===== config.mk =====
export PLATFORM = sky130hd
export DESIGN_NAME = opl2_host_if
export DESIGN_NICKNAME = d
export VERILOG_FILES = /design/src/rtl/opl2_pkg.sv /design/src/rtl/opl2_timer.sv /design/src/rtl/opl2_host_if.sv
export SDC_FILE = /design/constraint.sdc
export NUM_CORES = 1
export LEC_CHECK = 0
export BUFFER_PORTS_ARGS = -buffer_cell sky130_fd_sc_hd__buf_4
export CAP_MARGIN = 20
export CORE_AREA = 5 5 140 142
export CTS_CLUSTER_SIZE = 14
export DETAILED_ROUTE_END_ITERATION = 8
export DIE_AREA = 0 0 145 147
export PLACE_DENSITY = 0.81
export SYNTH_ARGS = -nofsm -noshare
export SYNTH_HDL_FRONTEND = slang
export SYNTH_SLANG_ARGS = --single-unit

===== constraint.sdc =====
create_clock -name clk -period 6.95 [get_ports clk]
set_clock_uncertainty 0.05 [all_clocks]
set_input_delay 1.39 -clock clk [delete_from_list [all_inputs] [get_ports clk]]
set_output_delay 1.39 -clock clk [all_outputs]
set_load 0.005 [all_outputs]

===== src/rtl/opl2_pkg.sv =====
// opl2_pkg: shared types and constants for the OPL2 host interface.
//   opl2_reg_wr_t  - register write transaction (valid/address/data)
//   REG_*          - timer register addresses
//   STAT_*         - status register bit positions
//   T*_PRESCALE    - sample_clk_en pulses per timer tick
package opl2_pkg;

  typedef struct packed {
    logic       valid;
    logic [7:0] address;
    logic [7:0] data;
  } opl2_reg_wr_t;

  localparam logic [7:0] REG_TLL1  = 8'h02;
  localparam logic [7:0] REG_TLL2  = 8'h03;
  localparam logic [7:0] REG_TCTRL = 8'h04;

  localparam int STAT_IRQ = 7;
  localparam int STAT_FT1 = 6;
  localparam int STAT_FT2 = 5;

  localparam int T1_PRESCALE = 4;
  localparam int T2_PRESCALE = 16;

endpackage


===== src/rtl/opl2_timer.sv =====
// opl2_timer: one YM3812 up-counting timer with prescaler and overflow flag.
// Ports:
//   clk, rst       - clock, async active-high reset
//   sample_clk_en  - sample strobe, time base for the prescaler
//   tll            - reload value
//   st             - run enable; a 0->1 edge reloads the counter
//   mask           - suppresses setting the flag on overflow
//   clear          - clears the flag (wins over a coincident overflow)
//   flag           - overflow flag
module opl2_timer #(
  parameter int PRESCALE = 4
) (
  input  logic       clk,
  input  logic       rst,
  input  logic       sample_clk_en,
  input  logic [7:0] tll,
  input  logic       st,
  input  logic       mask,
  input  logic       clear,
  output logic       flag
);

  localparam int PW = $clog2(PRESCALE);

  logic [PW-1:0] pre;
  logic [7:0]    cnt;
  logic          st_q;
  logic          tick;
  logic          ovf;

  // st_q gates tick so the start cycle only performs the reload
  assign tick = st && st_q && sample_clk_en && (pre == PW'(PRESCALE - 1));
  assign ovf  = tick && (cnt == 8'hFF);

  always_ff @(posedge clk or posedge rst) begin
    if (rst) begin
      pre  <= '0;
      cnt  <= '0;
      st_q <= 1'b0;
      flag <= 1'b0;
    end else begin
      st_q <= st;
      if (st && !st_q) begin
        cnt <= tll;
        pre <= '0;
      end else if (st && sample_clk_en) begin
        pre <= pre + PW'(1);
        if (tick)
          cnt <= (cnt == 8'hFF) ? tll : cnt + 8'd1;
      end
      if (clear)
        flag <= 1'b0;
      else if (ovf && !mask)
        flag <= 1'b1;
    end
  end

endmodule


===== src/rtl/opl2_host_if.sv =====
// opl2_host_if: CPU-side YM3812 port interface. Data writes are queued in a
// FIFO and replayed on opl2_reg_wr at a minimum spacing of WR_SPACING cycles.
// Timer 1/2, status and IRQ are decoded from the outgoing writes when the
// macro OPL2_TIMERS_EN is defined; otherwise status reads 0x00, irq_n = 1.
// Ports:
//   clk, reset                 - clock, async active-high reset
//   sample_clk_en              - timer time base
//   cpu_wr, cpu_rd, cpu_a0     - host strobes and port select
//   cpu_din / cpu_dout         - host write data / registered read data
//   cpu_busy                   - FIFO full
//   fifo_overflow              - sticky: a data write was dropped
//   opl2_reg_wr                - registered register-write stream
//   irq_n                      - active-low interrupt
module opl2_host_if
  import opl2_pkg::*;
#(
  parameter int FIFO_DEPTH = 16,
  parameter int WR_SPACING = 1
) (
  input  logic         clk,
  input  logic         reset,
  input  logic         sample_clk_en,
  input  logic         cpu_wr,
  input  logic         cpu_rd,
  input  logic         cpu_a0,
  input  logic [7:0]   cpu_din,
  output logic [7:0]   cpu_dout,
  output logic         cpu_busy,
  output logic         fifo_overflow,
  output opl2_reg_wr_t opl2_reg_wr,
  output logic         irq_n
);

  localparam int AW = $clog2(FIFO_DEPTH);
  localparam int SW = (WR_SPACING > 1) ? $clog2(WR_SPACING) : 1;

  logic [15:0]   mem [FIFO_DEPTH];
  logic [AW-1:0] wr_ptr, rd_ptr;
  logic [AW:0]   count;
  logic [SW-1:0] spc;
  logic [7:0]    addr_latch;
  logic [7:0]    status;
  logic          full, data_wr, push, pop;

  assign full     = (count == (AW+1)'(FIFO_DEPTH));
  assign data_wr  = cpu_wr && cpu_a0;
  assign push     = data_wr && !full;
  assign pop      = (count != '0) && (spc == '0);
  assign cpu_busy = full;

  always_ff @(posedge clk) begin
    if (push)
      mem[wr_ptr] <= {addr_latch, cpu_din};
  end

  always_ff @(posedge clk or posedge reset) begin
    if (reset) begin
      addr_latch    <= '0;
      wr_ptr        <= '0;
      rd_ptr        <= '0;
      count         <= '0;
      spc           <= '0;
      fifo_overflow <= 1'b0;
      opl2_reg_wr   <= '0;
      cpu_dout      <= '0;
    end else begin
      if (cpu_wr && !cpu_a0)
        addr_latch <= cpu_din;
      if (data_wr && full)
        fifo_overflow <= 1'b1;
      if (push)
        wr_ptr <= wr_ptr + AW'(1);
      if (pop) begin
        rd_ptr            <= rd_ptr + AW'(1);
        opl2_reg_wr.valid <= 1'b1;
        {opl2_reg_wr.address, opl2_reg_wr.data} <= mem[rd_ptr];
        spc               <= SW'(WR_SPACING - 1);
      end else begin
        opl2_reg_wr.valid <= 1'b0;
        if (spc != '0)
          spc <= spc - SW'(1);
      end
      case ({push, pop})
        2'b10:   count <= count + (AW+1)'(1);
        2'b01:   count <= count - (AW+1)'(1);
        default: ;
      endcase
      // a write in the same cycle takes precedence over a read
      if (cpu_rd && !cpu_wr)
        cpu_dout <= cpu_a0 ? 8'h00 : status;
    end
  end

`ifdef OPL2_TIMERS_EN
  logic [7:0] tll1, tll2;
  logic       st1, st2, mask1, mask2;
  logic       ft1, ft2, flag_clr;

  assign flag_clr = opl2_reg_wr.valid && (opl2_reg_wr.address == REG_TCTRL) &&
                    opl2_reg_wr.data[7];

  always_ff @(posedge clk or posedge reset) begin
    if (reset) begin
      tll1  <= '0;
      tll2  <= '0;
      st1   <= 1'b0;
      st2   <= 1'b0;
      mask1 <= 1'b0;
      mask2 <= 1'b0;
      irq_n <= 1'b1;
    end else begin
      irq_n <= ~(ft1 | ft2);
      if (opl2_reg_wr.valid) begin
        case (opl2_reg_wr.address)
          REG_TLL1: tll1 <= opl2_reg_wr.data;
          REG_TLL2: tll2 <= opl2_reg_wr.data;
          REG_TCTRL: begin
            if (!opl2_reg_wr.data[7]) begin
              st1   <= opl2_reg_wr.data[0];
              st2   <= opl2_reg_wr.data[1];
              mask2 <= opl2_reg_wr.data[5];
              mask1 <= opl2_reg_wr.data[6];
            end
          end
          default: ;
        endcase
      end
    end
  end

  opl2_timer #(.PRESCALE(T1_PRESCALE)) u_timer1 (
    .clk(clk), .rst(reset), .sample_clk_en(sample_clk_en),
    .tll(tll1), .st(st1), .mask(mask1), .clear(flag_clr), .flag(ft1)
  );

  opl2_timer #(.PRESCALE(T2_PRESCALE)) u_timer2 (
    .clk(clk), .rst(reset), .sample_clk_en(sample_clk_en),
    .tll(tll2), .st(st2), .mask(mask2), .clear(flag_clr), .flag(ft2)
  );

  always_comb begin
    status           = 8'h00;
    status[STAT_IRQ] = ft1 | ft2;
    status[STAT_FT1] = ft1;
    status[STAT_FT2] = ft2;
  end
`else
  logic unused_sample_clk_en;
  assign unused_sample_clk_en = sample_clk_en;
  assign status = 8'h00;
  assign irq_n  = 1'b1;
`endif

endmodule


==> flow_summary.ini, run 1 <==
[finish]
syn2layout_area_growth_pct = 11.2
drive_gt1_frac = 0.283
layout_common_cells = edfxtp_1 (256), mux4_2 (64), dfrtp_1 (36)
final_util = 0.705
nets = 616
final_common_cell = edfxtp_1
antenna_cells = 0
final_area_um2 = 12900

[power_and_ir_drop]
p_leak_nw = 4.41
p_seq_frac = 0.438
power.total_mw = 5.26
p_int_mw = 3.78
p_per_area_nw_per_um2 = 407
clkPwrFrac = 0.302
p_sw_mw = 1.47
ir_drop_v = 0.000843
combPwrFrac = 0.261
netSwitchingFraction = 0.280

[clock_tree]
clkLatencyLatePin_ns = 0.55
htreeDepth = 1
cts.sinks = 295
cts_hold_buf = 0
cts.clk_slew.worst_paths_ns = 0.06
clockBufferDepth = 3
post_cts_resized = 0
cts_tree = built
cts_made_buffers = 29
cts-root-buf = clkbuf_16
post-cts-setup-buffers = 0

[place]
portBuffers = 30
globalplace.congestion = 0.770
hpwlAfterDp_um = 12000
postPlaceCellArea_um2 = 11900
dp_slack_ns = 2.91

[synth]
netlist_area_um2 = 11600
synth-main-ff-cell = edfxtp_1
yosysWarnings = 0
synthAdderAreaFrac = 0.00646
synthArstFlopShare = 0.132
synth-seq-cells = 295
yosys.area_share.simple = 0.0321
synthDistinctLibCells = 36
syn_inst = 563
synth_xor_area_frac = 0.00603
seq_area_frac_synth = 0.746
syn_area_per_cell_um2 = 20.6
synth_edf_count = 256
synth_top_family_by_area = multiplexers
synth_compound_area_frac = 0.0129
synthMuxAreaShare = 0.172

[sta]
max_freq_mhz = 276
period_needed_ns = 3.62
setup_viol = 0
slew_violations = 0
setup_slack_ns = 3.33
tns_ns = 0
hold_viol = 0
period_share = 0.521
rsz0062_at_grt = false
worst_slew_pin_slew_ns = 1.17
slew_headroom = 0.217

[critical_path]
crit_required_ns = 7.04
cp_max_fo = 16
cp-end-kind = flop
critPathArrivalTime_ns = 3.72
path_class = in2reg
start_kind = primary input

[die]
boundaryPins = 42
design.core.area_um2 = 18300
start_util = 0.634
rows = 50
fp.dieH_um = 147
dieArea_um2 = 21300
dieWidth_um = 145

[route]
drtAntennaViolNets = 0
totalWireLength_um = 22700
avgRoutedWirePerCell_um = 26.6
drc = 0
dr_total_vias = 5401
drt_iter0_markers = 457
via_per_inst = 6.33
firstDrtPassIters = 5

[min_path]
worstHoldPathType = reg2reg

[global_route]
grtUsageMet2 = 0.371
grt_usage = 0.218
grt_use_met3 = 0.0364
top_usage_layer = met2
grt_antenna_before_repair = 0
grt_pass1_wl_um = 35100
grt_max_degree = 67
use_met1 = 0.297
grt_pass1_vias = 5830
grt-ovfl-total = 0

[outcome]
run_status = completed

[flow_run]
maxCapViolCount = 0
==> metrics by stage <==
| step | std cells | hold slack, ns |
|---|---|---|
| floorplan | 570 | 0.418 |
| global placement | 799 | 0.413 |
| detailed placement | 799 | 0.434 |
| CTS | 853 | 0.448 |
| global route | 853 | 0.480 |
| finish | 853 | 0.442 |
==> flip-flops by register name, summed over array words and instances, names as in the netlist <==
| name | cells |
|---|---|
| wr_ptr | 4 |
| mem | 256 |
| opl2_reg_wr | 17 |
| fifo_overflow | 1 |
| count | 5 |
| rd_ptr | 4 |
| addr_latch | 8 |
==> metal layers <==
metal / wire (um) / up-vias
li1: - / 2313
met1: 9120 / 2853
met2: 11800 / 196
met3: 1320 / 39
met4: 494 / 0
met5: 0 / -
==> kinds of logic after synthesis <==
family,after synthesis
compound gates,25
mux,117
buf+inv,45
xor+xnor,8
flops,295
other cells,2
simple gates,65
fa+ha+maj,6
==> Yosys cell counts (2+ instances only) <==
master / n / share of area
nand4b_1: 2 / 0.0015
or3_1: 2 / 0.0011
conb_1: 2 / 0.00065
nor2_1: 15 / 0.0048
xnor2_1: 7 / 0.0053
edfxtp_1: 256 / 0.66
mux4_2: 64 / 0.12
ha_1: 6 / 0.0065
a21oi_1: 17 / 0.0073
and4_1: 4 / 0.0030
clkbuf_1: 8 / 0.0026
and2_1: 13 / 0.0070
and3b_1: 2 / 0.0015
nor4_1: 2 / 0.0011
buf_2: 10 / 0.0043
mux2i_1: 31 / 0.027
dfrtp_1: 39 / 0.084
buf_6: 4 / 0.0039
buf_4: 17 / 0.011
inv_1: 5 / 0.0016
nand4_1: 6 / 0.0032
mux2_2: 22 / 0.021
o21ai_0: 3 / 0.0013
nand2_1: 14 / 0.0045
==> worst paths after layout <==
kind	start	end	slack (ns)	depth (start not counted)
max in group asynchronous	reset	rd_ptr[2]$_DFFE_PP0P_	5.18	2
min	opl2_reg_wr[1]$_DFFE_PP0P_	opl2_reg_wr[1]$_DFFE_PP0P_	0.44	2
max	cpu_a0	mem[2][0]$_DFFE_PP_	3.33	5
max reg2reg	count[1]$_DFFE_PP0P_	mem[2][0]$_DFFE_PP_	3.77	4
min reg2reg	opl2_reg_wr[1]$_DFFE_PP0P_	opl2_reg_wr[1]$_DFFE_PP0P_	0.44	2
min in group asynchronous	reset	addr_latch[1]$_DFFE_PP0P_	1.03	2
==> final cells by class <==
class | count | area, um2
Fill cell | 1045 | 5420
Inverter | 6 | 22.5
Clock buffer | 42 | 835
Multi-Input combinational cell | 230 | 2700
Sequential cell | 295 | 8670
Clock inverter | 12 | 140
Timing Repair Buffer | 34 | 255
Tap cell | 234 | 293
==> power groups by stage <==
stage | logic (mW) | registers, mW | clock network (mW)
global placement | 1.33 | 2.31 | 0
floorplan | 1.09 | 2.26 | 0
CTS | 1.39 | 2.30 | 1.60
finish | 1.37 | 2.30 | 1.59
global route | 1.49 | 2.33 | 1.69
detailed placement | 1.38 | 2.34 | 0
==> worst max-delay path: stages <==
cell and delay [ns]:
buf_4 0.09, nand2_1 0.11, a21oi_1 0.80, nor3b_1 0.39
and2_1 0.93
Power figures use the tool's default switching activity.
==> run 2, diff against run 1 <==
CORE_AREA = 5 5 144 146   (was 5 5 140 142)
DIE_AREA = 0 0 149 151   (was 0 0 145 147)
PLACE_DENSITY = 0.77   (was 0.81)
clock period = 3.42 ns   (was 6.95 ns; I/O delays follow)
==> flow_summary.ini, run 2 (synthesis gave the netlist of run 1 again) <==
[sta]
hold_viol = 0
setup_viol = 0
hold_slack_ns = 0.334
period_share = 0.748
slew_violations = 0
max_freq_mhz = 391
setup_slack_ns = 0.862
slew_headroom = 0.343
worst_slew_pin_slew_ns = 0.984
rsz0062_at_grt = false
tns_ns = 0
period_needed_ns = 2.56

[global_route]
grt_pass1_wl_um = 36300
grt-ovfl-total = 0
grt_max_degree = 54
grt_antenna_before_repair = 0
grt_pass1_vias = 6025
grt_usage = 0.218

[die]
start_util = 0.603
boundaryPins = 42
fp.dieH_um = 151
rows = 51
dieArea_um2 = 22500
dieWidth_um = 149
design.core.area_um2 = 19300

[route]
drtAntennaViolNets = 0
dr_total_vias = 5579
firstDrtPassIters = 5
drt_iter0_markers = 461
via_per_inst = 6.14
avgRoutedWirePerCell_um = 25.8
totalWireLength_um = 23400
drc = 0

[flow_run]
maxCapViolCount = 0

[min_path]
worstHoldPathType = in2async

[clock_tree]
cts-root-buf = clkbuf_16
post_cts_resized = 0
cts_hold_buf = 0
cts_made_buffers = 29
htreeDepth = 1
cts.sinks = 295
cts.clk_slew.worst_paths_ns = 0.06
clockBufferDepth = 3
clkLatencyLatePin_ns = 0.54
cts_tree = built
post-cts-setup-buffers = 0

[critical_path]
start_kind = flop
cp-end-kind = output port
crit_required_ns = 2.69
cp_max_fo = 8
critPathArrivalTime_ns = 1.82
path_class = reg2out
r2r_cells = 8

[finish]
layoutNonFillerInstCount = 909
antenna_cells = 0
final_common_cell = edfxtp_1
syn2layout_area_growth_pct = 13.4
final_util = 0.683
largest-register = mem
seqCellArea_um2 = 8670
layout_common_cells = edfxtp_1 (256), mux4_2 (64), buf_4 (55)
nets = 642
multi_input_area_um2 = 2700
top_regs = mem (256), opl2_reg_wr (17), addr_latch (8)
largest_reg_flops = 256
final_area_um2 = 13200
fillerInstances = 1165
drive_gt1_frac = 0.303

[power_and_ir_drop]
p_leak_nw = 4.55
p_per_area_nw_per_um2 = 812
power.total_mw = 10.7
ir_drop_v = 0.000537

[outcome]
run_status = completed

[place]
hpwlAfterDp_um = 14100
portBuffers = 30
globalplace.congestion = 0.810
dp_cells = 856
postPlaceCellArea_um2 = 12200
dp_slack_ns = 0.791
-- run 2: cell types whose count changed in the layout (fill, tap and decap cells not counted), sizes merged --
cell      before  now
clkbuf        42   43
buf           34   60
clkinvlp       1    0
clkinv         7    6
-- run 2: area by class of cell --
type / count / area share
Clock inverter: 10 / 0.00960
Sequential cell: 295 / 0.658
Multi-Input combinational cell: 230 / 0.205
Inverter: 6 / 0.00171
Timing Repair Buffer: 60 / 0.0390
Tap cell: 265 / 0.0252
Clock buffer: 43 / 0.0614
-- run 2: worst max-delay path: stages, from the launching register on --
cell	delay (ns)
dfrtp_1	0.47
nor4_1	0.44
nand2_1	0.20
inv_1	0.09
buf_4	0.10
-- run 2: power by group --
part           internal, mW  switching (mW)
registers              4.34           0.457
logic                  1.52            1.27
clock network          1.85            1.26
total                  7.72            2.98
-- run 2: worst paths after layout --
check	start	endpoint	slack, ns
setup / recovery	count[1]$_DFFE_PP0P_	cpu_busy	0.86
hold / removal	reset	opl2_reg_wr[4]$_DFFE_PP0P_	0.33
setup reg to reg	count[0]$_DFFE_PP0P_	count[4]$_DFFE_PP0P_	0.91
hold reg to reg	opl2_reg_wr[1]$_DFFE_PP0P_	opl2_reg_wr[1]$_DFFE_PP0P_	0.44
max in group asynchronous	reset	rd_ptr[2]$_DFFE_PP0P_	2.32
min in group clk	cpu_din[7]	mem[3][7]$_DFFE_PP_	0.41
-- run 2: layer usage --
layer / wire, um / global-route usage / vias up
met5: 0 / 0 / -
met1: 8940 / 0.292 / 2954
met2: 12500 / 0.388 / 219
met3: 1530 / 0.0293 / 41
met4: 478 / 0.0531 / 0
li1: - / - / 2365
==> run 3, diff against run 2 <==
clock period = 2.7 ns   (was 3.42 ns; I/O delays follow)
==> flow_summary.ini, run 3 (synthesis gave the netlist of run 1 again) <==
[outcome]
run_status = completed

[critical_path]
slowest_stage = or4_4
start_kind = flop
path_buf_inv = 0
cp-end-kind = flop
path_class = reg2reg
worst_path_dominant_cell_family = simple AND/OR/NAND/NOR gates
cp_max_fo = 6
crit_required_ns = 3.10
slowest_delay_ns = 0.62
crit_chain = or4_4 -> mux2i_1 -> o21ai_0 -> ha_1 -> nor4_1 -> nand3_1 -> o21ai_0 -> o2bb2ai_1
critPathArrivalTime_ns = 2.86
cpMostUsedCell = o21ai_0

[route]
firstDrtPassIters = 4
drt_iter0_markers = 514
drt-met1-wl_um = 9190
drc = 0
dr_total_vias = 5473
totalWireLength_um = 22800
drtAntennaViolNets = 0
via_per_inst = 5.94
routed-wl-met2_um = 12100
highest_layer = met4
wl_met3_um = 1080
avgRoutedWirePerCell_um = 24.7

[place]
hpwlAfterDp_um = 14000
postPlaceCellArea_um2 = 12300
globalplace.congestion = 0.834
portBuffers = 30

[global_route]
grt_max_degree = 40
grt_pass1_wl_um = 35300
grt_antenna_before_repair = 0
grt_usage = 0.213
grt_pass1_vias = 5769
grt-ovfl-total = 0

[sta]
period_share = 0.911
period_needed_ns = 2.46
worst_slew_pin_slew_ns = 0.829
hold_viol = 0
rsz0062_at_grt = false
slew_violations = 0
max_freq_mhz = 407
setup_viol = 0
slew_headroom = 0.447
tns_ns = 0

[power_and_ir_drop]
p_int_mw = 9.66
ir_drop_v = 0.000710
p_sw_mw = 3.72
p_per_area_nw_per_um2 = 1010
p_leak_nw = 4.60
p_seq_frac = 0.449
clkPwrFrac = 0.280
netSwitchingFraction = 0.278
combPwrFrac = 0.271

[die]
start_util = 0.603
fp.dieH_um = 151
design.core.area_um2 = 19300
rows = 51
dieWidth_um = 149
dieArea_um2 = 22500
boundaryPins = 42

[clock_tree]
cts_hold_buf = 0
cts.sinks = 295
cts-root-buf = clkbuf_16
post-cts-setup-buffers = 0
cts_tree = built
cts_made_buffers = 28
clkLatencyLatePin_ns = 0.53
cts.clk_slew.worst_paths_ns = 0.06
post_cts_resized = 0
clockBufferDepth = 3
htreeDepth = 1

[finish]
top_regs = mem (256), opl2_reg_wr (17), addr_latch (8)
syn2layout_area_growth_pct = 13.8
largest-register = mem
final_util = 0.686
final_common_cell = edfxtp_1
final_area_um2 = 13200
nets = 655
layout_common_cells = edfxtp_1 (256), buf_4 (70), mux4_2 (64)
drive_gt1_frac = 0.314
antenna_cells = 0
largest_reg_flops = 256

[flow_run]
maxCapViolCount = 0

[min_path]
worstHoldPathType = in2async
-- run 3: cell count changes in the layout (fill, tap and decap cells not counted) --
cell,before,now
clkbuf_1,11,9
buf_12,5,4
inv_6,1,0
bufinv_16,3,2
buf_4,55,70
clkbuf_8,3,2
clkinv_1,2,6
-- run 3: power by group through the flow --
stage | clock [mW] | combinational (mW) | sequential [mW]
floorplan | 0 | 2.80 | 5.83
global placement | 0 | 3.55 | 6.05
detailed placement | 0 | 3.64 | 6.10
CTS | 3.80 | 3.68 | 6.02
global route | 4.03 | 3.92 | 6.08
finish | 3.75 | 3.62 | 6.01
-- run 3: worst paths after layout --
check                      slack (ns)                      start                          end  cells after the start
setup reg to reg                 0.24       count[0]$_DFFE_PP0P_         count[4]$_DFFE_PP0P_                      8
setup / recovery                 0.24       count[0]$_DFFE_PP0P_         count[4]$_DFFE_PP0P_                      8
hold / removal                   0.05                      reset         count[4]$_DFFE_PP0P_                      2
hold reg to reg                  0.44  fifo_overflow$_DFFE_PP0P_    fifo_overflow$_DFFE_PP0P_                      1
min in group clk                 0.29                 cpu_din[7]          mem[1][7]$_DFFE_PP_                      1
max in group asynchronous        1.87                      reset  opl2_reg_wr[12]$_DFFE_PP0P_                      3
-- run 3: area by class of cell --
class / count / area (um2)
repair buffers: 74 / 606
clock buffers: 40 / 787
fillers: 1200 / 6050
flip-flops and latches: 295 / 8670
multi-input cells: 230 / 2700
inverters: 6 / 22.5
well taps: 265 / 332
clock inverters: 12 / 103
-- run 3: worst register-to-register path: stages, from the launching register on --
cell       delay (ns)
dfrtp_1          0.45
or4_4            0.62
mux2i_1          0.25
o21ai_0          0.14
ha_1             0.24
nor4_1           0.28
nand3_1          0.12
o21ai_0          0.10
o2bb2ai_1        0.13
-- run 3: stage by stage --
stage	hold WS (ns)	power (mW)	cells	setup slack (ns)
floorplan	0.418	8.63	570	0.483
global placement	0.410	9.59	870	0.368
detailed placement	0.422	9.74	870	0.295
CTS	0.0485	13.5	922	0.268
global route	0.0779	14.0	922	0.114
finish	0.0450	13.4	922	0.241
-- run 3: metal layers --
| metal | global-route usage | up-vias |
|---|---|---|
| met2 | 0.372 | 141 |
| li1 | - | 2403 |
| met1 | 0.296 | 2895 |
| met4 | 0.0476 | 0 |
| met3 | 0.0266 | 34 |
| met5 | 0 | - |
